===== src/rtl/me_pkg.sv =====
// Shared constants and state type for the motion-estimation sequencer.
package me_pkg;

  localparam int NUM_PE   = 16;
  localparam int NUM_ROWS = 16;
  localparam int BLK_PIX  = 256;
  localparam int CNT_W    = 13;

  localparam logic [CNT_W-1:0] RESULT_LAT = 13'd256;
  localparam logic [CNT_W-1:0] SWEEP_LEN  = 13'(NUM_ROWS * BLK_PIX);
  localparam logic [CNT_W-1:0] LAST_COUNT = 13'd4113;

  typedef enum logic [1:0] {
    IDLE = 2'd0,
    RUN  = 2'd1,
    DONE = 2'd2
  } state_e;

endpackage


===== src/rtl/me_pe_sched.sv =====
// Combinational decode of the sweep counter into per-PE accumulate/clear
// windows and the finished-result strobe with its PE index and row.
module me_pe_sched
  import me_pkg::*;
(
  input  logic [CNT_W-1:0]  count_i,
  input  logic              en_i,
  output logic [NUM_PE-1:0] pe_acc_o,
  output logic [NUM_PE-1:0] pe_clr_o,
  output logic              pflag_o,
  output logic [3:0]        pe_idx_o,
  output logic [3:0]        row_o
);

  logic [CNT_W-1:0] res_w;

  // PE k runs k cycles behind PE 0, so its window is the count shifted by k.
  genvar gi;
  generate
    for (gi = 0; gi < NUM_PE; gi++) begin : g_pe
      logic [CNT_W-1:0] rel_w;
      assign rel_w        = count_i - CNT_W'(gi);
      assign pe_acc_o[gi] = en_i && (count_i >= CNT_W'(gi)) && (rel_w < SWEEP_LEN);
      assign pe_clr_o[gi] = pe_acc_o[gi] && (rel_w[7:0] == 8'd0);
    end
  endgenerate

  assign res_w    = count_i - RESULT_LAT;
  assign pflag_o  = en_i && (count_i >= RESULT_LAT) && (res_w < SWEEP_LEN) &&
                    (res_w[7:4] == 4'd0);
  assign pe_idx_o = res_w[3:0];
  assign row_o    = res_w[11:8];

endmodule


===== src/rtl/me_control.sv =====
// Motion-estimation sweep sequencer: FSM, sweep counter and registered result tags.
// Optional ME_CTRL_STALL_EN adds a 'hold' input that freezes the sweep while in RUN.
module me_control
  import me_pkg::*;
(
  input  logic              clock,
  input  logic              reset,
  input  logic              start,
`ifdef ME_CTRL_STALL_EN
  input  logic              hold,
`endif
  output logic [NUM_PE-1:0] PEacc,
  output logic [NUM_PE-1:0] PEclr,
  output logic [7:0]        AddressR,
  output logic              pflag,
  output logic [NUM_PE-1:0] PEready,
  output logic [3:0]        vectorX,
  output logic [3:0]        vectorY,
  output logic              CompStart,
  output logic              done
);

  state_e            state_q, state_d;
  logic [CNT_W-1:0]  count_q, count_d;
  logic [NUM_PE-1:0] pe_ready_q, pe_ready_d;
  logic [3:0]        vec_x_q, vec_x_d;
  logic [3:0]        vec_y_q, vec_y_d;
  logic              run_w, stall_w, en_w;
  logic              sched_pflag_w;
  logic [3:0]        sched_idx_w, sched_row_w;
  logic [NUM_PE-1:0] sched_acc_w, sched_clr_w;

`ifdef ME_CTRL_STALL_EN
  assign stall_w = hold && run_w;
`else
  assign stall_w = 1'b0;
`endif
  assign en_w = run_w && !stall_w;

  always_ff @(posedge clock) begin
    if (reset) state_q <= IDLE;
    else       state_q <= state_d;
  end

  always_comb begin
    state_d = state_q;
    case (state_q)
      IDLE:    if (start) state_d = RUN;
      RUN:     if (!stall_w && (count_q == LAST_COUNT)) state_d = DONE;
      DONE:    if (!start) state_d = IDLE;
      default: state_d = IDLE;
    endcase
  end

  always_comb begin
    run_w     = (state_q == RUN);
    CompStart = (state_q == RUN) || (state_q == DONE);
    done      = (state_q == DONE);
  end

  // Counter stops at LAST_COUNT, which is also where RUN hands over to DONE.
  always_comb begin
    count_d = count_q;
    if (state_q == IDLE) count_d = '0;
    else if (en_w && (count_q != LAST_COUNT)) count_d = count_q + 13'd1;
  end

  always_ff @(posedge clock) begin
    if (reset) count_q <= '0;
    else       count_q <= count_d;
  end

  me_pe_sched u_sched (
    .count_i  (count_q),
    .en_i     (en_w),
    .pe_acc_o (sched_acc_w),
    .pe_clr_o (sched_clr_w),
    .pflag_o  (sched_pflag_w),
    .pe_idx_o (sched_idx_w),
    .row_o    (sched_row_w)
  );

  // A tag captured just before a stall is kept and shown once the stall ends.
  always_comb begin
    pe_ready_d = pe_ready_q;
    vec_x_d    = vec_x_q;
    vec_y_d    = vec_y_q;
    if (!stall_w) begin
      pe_ready_d = sched_pflag_w ? (NUM_PE'(1) << sched_idx_w) : '0;
      if (sched_pflag_w) begin
        vec_x_d = sched_idx_w;
        vec_y_d = sched_row_w;
      end
    end
  end

  always_ff @(posedge clock) begin
    if (reset) begin
      pe_ready_q <= '0;
      vec_x_q    <= '0;
      vec_y_q    <= '0;
    end else begin
      pe_ready_q <= pe_ready_d;
      vec_x_q    <= vec_x_d;
      vec_y_q    <= vec_y_d;
    end
  end

  assign PEacc    = sched_acc_w;
  assign PEclr    = sched_clr_w;
  assign pflag    = sched_pflag_w;
  assign PEready  = pe_ready_q & {NUM_PE{!stall_w}};
  assign vectorX  = vec_x_q;
  assign vectorY  = vec_y_q;
  assign AddressR = (run_w && (count_q < SWEEP_LEN)) ? count_q[7:0] : 8'd0;

endmodule


===== config.mk =====
export PLATFORM = sky130hd
export DESIGN_NAME = me_control
export DESIGN_NICKNAME = d
export VERILOG_FILES = /design/src/rtl/me_pkg.sv /design/src/rtl/me_pe_sched.sv /design/src/rtl/me_control.sv
export SDC_FILE = /design/constraint.sdc
export NUM_CORES = 1
export LEC_CHECK = 0
export CAP_MARGIN = 15
export CORE_MARGIN = 2
export CORE_UTILIZATION = 57
export DETAILED_ROUTE_END_ITERATION = 10
export GPL_TIMING_DRIVEN = 0
export HOLD_SLACK_MARGIN = 0.05
export PLACE_DENSITY = 0.93
export SLEW_MARGIN = 0
export SYNTH_ARGS = -nofsm -noshare
export SYNTH_HDL_FRONTEND = slang
export SYNTH_SLANG_ARGS = --single-unit

===== constraint.sdc =====
create_clock -name clock -period 7.4 [get_ports clock]
set_input_delay 1.48 -clock clock [delete_from_list [all_inputs] [get_ports clock]]
set_output_delay 1.48 -clock clock [all_outputs]
set_load 0.03 [all_outputs]

; ---- Yosys cells after proc, flatten, opt, wreduce, memory -nomap -nowiden
; Cells that the tools add are included.
[word_totals]
register_bits = 39
input_bits = 3
output_inout_bits = 67
word_cells = 145
[op_classes]
n_addsub = 17
n_lt_le_gt_ge = 34
eq_ne = 7
n_shift = 1
muxes = 5
n_bitwise = 1
reduce_logical = 75
[ops]
columns = op, count
row1 = $lt A13 B13 Y1 const B, 17
row2 = $logic_not A8 Y1, 16
row3 = $ge A13 B4 Y1 const B, 8
row4 = $sub A13 B4 Y13 const B, 8
row5 = $logic_and A1 B1 Y1, 53
row6 = $ge A13 B3 Y1 const B, 4
row7 = $sub A13 B3 Y13 const B, 4
row8 = $ge A13 B1 Y1 const B, 2
row9 = $ge A13 B2 Y1 const B, 2
row10 = $sub A13 B2 Y13 const B, 2
row11 = $shl A1 B4 Y16 const A, 1
row12 = $add A13 B1 Y13 const B, 1
row13 = $eq A13 B13 Y1 const B, 1
row14 = $ge A13 B9 Y1 const B, 1
row15 = $ne A13 B13 Y1 const B, 1
row16 = $sub A13 B1 Y13 const B, 1
row17 = $sub A13 B9 Y13 const B, 1
row18 = $mux W8, 1
row19 = $mux W2, 3
row20 = $pmux W2 S3, 1
row21 = $logic_not A4 Y1, 1
row22 = $ne A2 B2 Y1 const B, 2
row23 = $reduce_or A2 Y1, 2
row24 = $reduce_and A3 Y1, 1
row25 = 6 further kinds, 6

; ---- Longest topological paths before layout
[logic_depth]
depth_word = 6
ltp_mapped = 10

; ---- By module
; From an unflattened synthesis, not the netlist that was laid out.
[hier_totals]
cells_unflattened = 473
area_unflattened_um2 = 3534.6
[modules_own_cells]
columns = module, instances, cells_per_inst, area_per_inst_um2, seq_area_each_um2
row1 = me_pe_sched, 1, 308, 1958.1, 0.0
row2 = me_control, 1, 165, 1576.5, 780.7

; ---- Least setup slack after synthesis
; OpenSTA, ideal clock, no wires.
[synth_timing]
kind = flip-flop to output port
from = register count_q[3]
to = output port PEclr[4]
t_arrival_ns = 3.245
t_required_ns = 5.920
slack_ns = 2.675
path_stages_with_launch = 10
n_path_buf = 3
cell_sequence = dfxtp_1 clkbuf_1 clkbuf_1 clkinv_1 ha_1 clkbuf_1 a21boi_0 and2_1 a221oi_1 and3_1
[synth_via]
elab_chain_cells = 4
elab_cells_between_ends = 7
cone_classes = 1 x add/sub / 2 x order compare / 4 x reduce/logical
[synth_lines]
columns = item, line
row1 = start: declaration, me_control.sv:24  ; logic [CNT_W-1:0] count_q, count_d;
row2 = start signal: assignment, me_control.sv:70  ; else count_q <= count_d;
row3 = $sub A13 B3 Y13 / $ge A13 B3 Y1 (equally long branches), "me_pe_sched.sv:22, me_pe_sched.sv:23"
row4 = $lt A13 B13 Y1 / $logic_and A1 B1 Y1 (equally long branches), me_pe_sched.sv:23  ; assign pe_acc_o[gi] = en_i && (count_i >= CNT_W'(gi)) && (rel_w < SWEEP_LEN);
row5 = $logic_and A1 B1 Y1 *, me_pe_sched.sv:23
row6 = via PEacc[4], me_control.sv:12  ; output logic [NUM_PE-1:0] PEacc,
row7 = $logic_and A1 B1 Y1 *, me_pe_sched.sv:24  ; assign pe_clr_o[gi] = pe_acc_o[gi] && (rel_w[7:0] == 8'd0);
row8 = end: declaration, me_control.sv:13  ; output logic [NUM_PE-1:0] PEclr,
; The timed path passes the listed nets; every way through them passes the cells marked *.

; ---- Final worst setup path
[layout_timing]
from = register count_q[3]
to = output port PEclr[3]
[layout_via]
elab_chain_cells = 4
elab_cells_between_ends = 7
cone_classes = 1 x add/sub / 2 x order compare / 4 x reduce/logical
[layout_lines]
columns = item, line
row1 = $sub A13 B2 Y13 / $ge A13 B2 Y1 (equally long branches), "me_pe_sched.sv:22, me_pe_sched.sv:23"
row2 = $lt A13 B13 Y1 / $logic_and A1 B1 Y1 (equally long branches), me_pe_sched.sv:23
row3 = $logic_and A1 B1 Y1, me_pe_sched.sv:23
row4 = $logic_and A1 B1 Y1 *, me_pe_sched.sv:24
; Every way passes the cells marked *; elsewhere a longest branch is shown, timed or not.

==> run summary <==
status = completed
cell row count = 28
Crit Path Category = flop to output port
GRT Util Overall = 0.3805
synth warn = 0
sw frac = 0.2730
setup ws final = 1586 ps
Max-slew headroom = 0.3320
largest net degree at the start of global routing = 14
most frequent cells in the layout = 69 x clkdlybuf4s50_1, 54 x nor2_1, 39 x dfxtp_1
crit path launch type = flop
#FFs+latches synth = 39
Post-Synthesis Mean Instance Area = 7.465 µm²
initial antenna violation count = 0
Ports = 70
worst slew pin tran = 991.2 ps
Hold Buf Count CTS = 0
final hold vios = 0
number of flops mapped to enable cells by yosys = 0
Mapped Nets = 505
pwr/cell area = 105.2 nW/µm²
Clk pwr share = 0.420
Reg2Reg Setup Slack = 3910 ps
via/cell ratio = 6.906
crit path to = PEclr[3]
synthesized area = 3568 µm²
asr flop ratio synth = 0
CP Data Arrival Time = 4330 ps
Lkg Pwr = 1.670 nW
grt total ovfl = 0
worst reg2reg startpoint = count_q[1]$_SDFFE_PP0N_
WP data required = 5920 ps
Setup violations, final = 0
Max-cap violations = 0
Clock Tree Root = clkbuf_8
CTS buffer count = 5
H-tree levels = 2
placer congestion estimate = 1.123
commonest non-fill, non-tap cell in the layout = clkdlybuf4s50_1
Core Area = 5991 µm²
die width = 83.12 µm
fin nets = 581
Worst setup EP type = output port
clk sinks = 39
sequential area share after synthesis = 0.2188
Main synth FF type = dfxtp_1
Detailed Place HPWL = 9.662 mm
clk_skew = 8.975 ps
Clock Path Buffers = 2
DR iter-0 viols = 785
final worst-path cycle share = 0.7857
RSZ-0062 raised after global routing = no
Die Span Y = 83.12 µm
hold crit path type = flop to flop
layout cells sized above 1 = 0.05946
P_int = 0.3422 mW
first-pass GRT wire length = 21.12 mm
Resize count post-CTS = 0
critical path peak fanout = 10
number of diodes = 0
Reg clk slew, reported paths = 90 ps
Post-Route WL = 13.45 mm
Sequential Power Share = 0.452
Comb power frac = 0.128
Unique masters post-synth = 64
# port buffers = 69
postcts setup bufs = 0
IR drop worst, VDD = 0.1040 mV
Max Clk Rate = 172.0 MHz
routed via count = 4351
total negative slack = 0 ps
Starting Density = 0.5957
DR pass1 iterations = 7
reg2reg path depth = 8
P_sw = 0.1285 mW
Syn Inst Count = 478
Worst Setup SP = count_q[3]$_SDFFE_PP0N_
# DRC = 0
synthesis-to-layout area growth = 25.39%
Post-Place Setup Slack = 2121 ps
Final Max Slew Viols = 0
post-layout min period = 5814 ps
Final Power = 0.4707 mW
TritonCTS clock tree = done
r2r endpoint = count_q[2]$_SDFFE_PP0N_
ANT nets after route = 0
latest clock arrival within the worst-skew pair = 310 ps
vias in the first global route = 4094
Routed WL per cell = 21.34 µm
die area = 6909 µm²
[worst min-delay path by stage]
stage | from | end | slack (ps) | depth (start not counted)
final | vectorX[3]$_SDFFE_PP0P_ | vectorX[3]$_SDFFE_PP0P_ | 500 | 2
after global routing | state_q[0]$_SDFFE_PP0P_ | state_q[0]$_SDFFE_PP0P_ | 540 | 2
after CTS | state_q[0]$_SDFFE_PP0P_ | state_q[0]$_SDFFE_PP0P_ | 500 | 2
after detailed placement | vectorX[3]$_SDFFE_PP0P_ | vectorX[3]$_SDFFE_PP0P_ | 480 | 2
after global placement | state_q[0]$_SDFFE_PP0P_ | state_q[0]$_SDFFE_PP0P_ | 470 | 2
after floorplan | state_q[0]$_SDFFE_PP0P_ | state_q[0]$_SDFFE_PP0P_ | 450 | 2
[synthesized netlist by cell type (all sizes together), types with 5 or more instances]
master	instances	area, µm²
nor2	57	221.5
dfxtp	39	780.8
clkbuf	35	131.4
a21oi	32	160.2
xnor2	27	236.5
nand2	25	93.84
o21ai	25	125.1
ha	24	300.3
nand3	18	90.09
nor3	17	85.08
inv	15	56.30
and2	12	75.07
nand4	11	68.82
nor2b	10	62.56
and3	8	50.05
nor4	8	56.30
a211oi	7	67.57
a31oi	7	43.79
buf	7	43.79
mux2i	7	70.07
xor2	7	61.31
or3	6	37.54
and4	5	43.79
nand2b	5	31.28
o211a	5	50.05
[metrics by stage]
step	utilization	cell area [µm²]	cells	hold slack, ps
floorplan	-	3568	478	453.6
global placement	0.7266	4353	622	466.9
detailed placement	0.7266	4353	622	478.1
CTS	0.7469	4474	630	500.3
global route	0.7469	4474	630	538.5
finish	0.7469	4474	630	504.2
[critical path: stages (launching register included)]
cell	delay, ps
dfxtp_1	400
clkbuf_1	400
clkbuf_1	450
clkinv_1	400
ha_1	450
inv_1	280
o21ai_0	150
xnor2_1	200
a211oi_1	420
and2_1	200
clkdlybuf4s50_1	670
[sequential cells by signal (all words and copies together), names as in the netlist]
register	flops
PEready	16
count_q	13
vectorX	4
vectorY	4
state_q	2
[power groups by stage]
stage / Combinational (mW) / Sequential [mW] / Clock, mW
finish: 0.0602 / 0.213 / 0.198
global route: 0.0633 / 0.213 / 0.204
CTS: 0.0580 / 0.212 / 0.196
detailed placement: 0.0574 / 0.217 / 0
global placement: 0.0552 / 0.217 / 0
floorplan: 0.0382 / 0.217 / 0
[layer usage]
layer  global-route usage  vias up  routed length [µm]
met2               0.5777      420                5711
li1                     -     1851                   -
met5                    0        -                   0
met1               0.5049     1980                4899
met3              0.06461      100                1926
met4               0.2235        0                 908
[logic make-up (layout without fill, tap and decap cells)]
| kind of cell | Yosys count | count (layout) | share of synthesized area |
|---|---|---|---|
| AOI/OAI and AO/OA | 105 | 105 | 0.1995 |
| muxes | 8 | 8 | 0.02279 |
| adders and majority gates | 24 | 24 | 0.08415 |
| DFF | 39 | 39 | 0.2188 |
| buffers and inverters | 58 | 135 | 0.06592 |
| xor gates and xnor gates | 34 | 34 | 0.08345 |
| and+or+nand+nor | 210 | 210 | 0.3254 |
[cell type report]
class                           count  area [µm²]
Buffer                             42       175.2
Tap cell                           75       93.84
Inverter                           16       60.06
Sequential cell                    39       780.7
Multi-Input combinational cell    381        2552
Clock buffer                        6       82.58
Timing Repair Buffer               69       690.7
Clock inverter                      2       38.79
Fill cell                         480        1516
No activity file was read; power rests on OpenSTA's default activity.
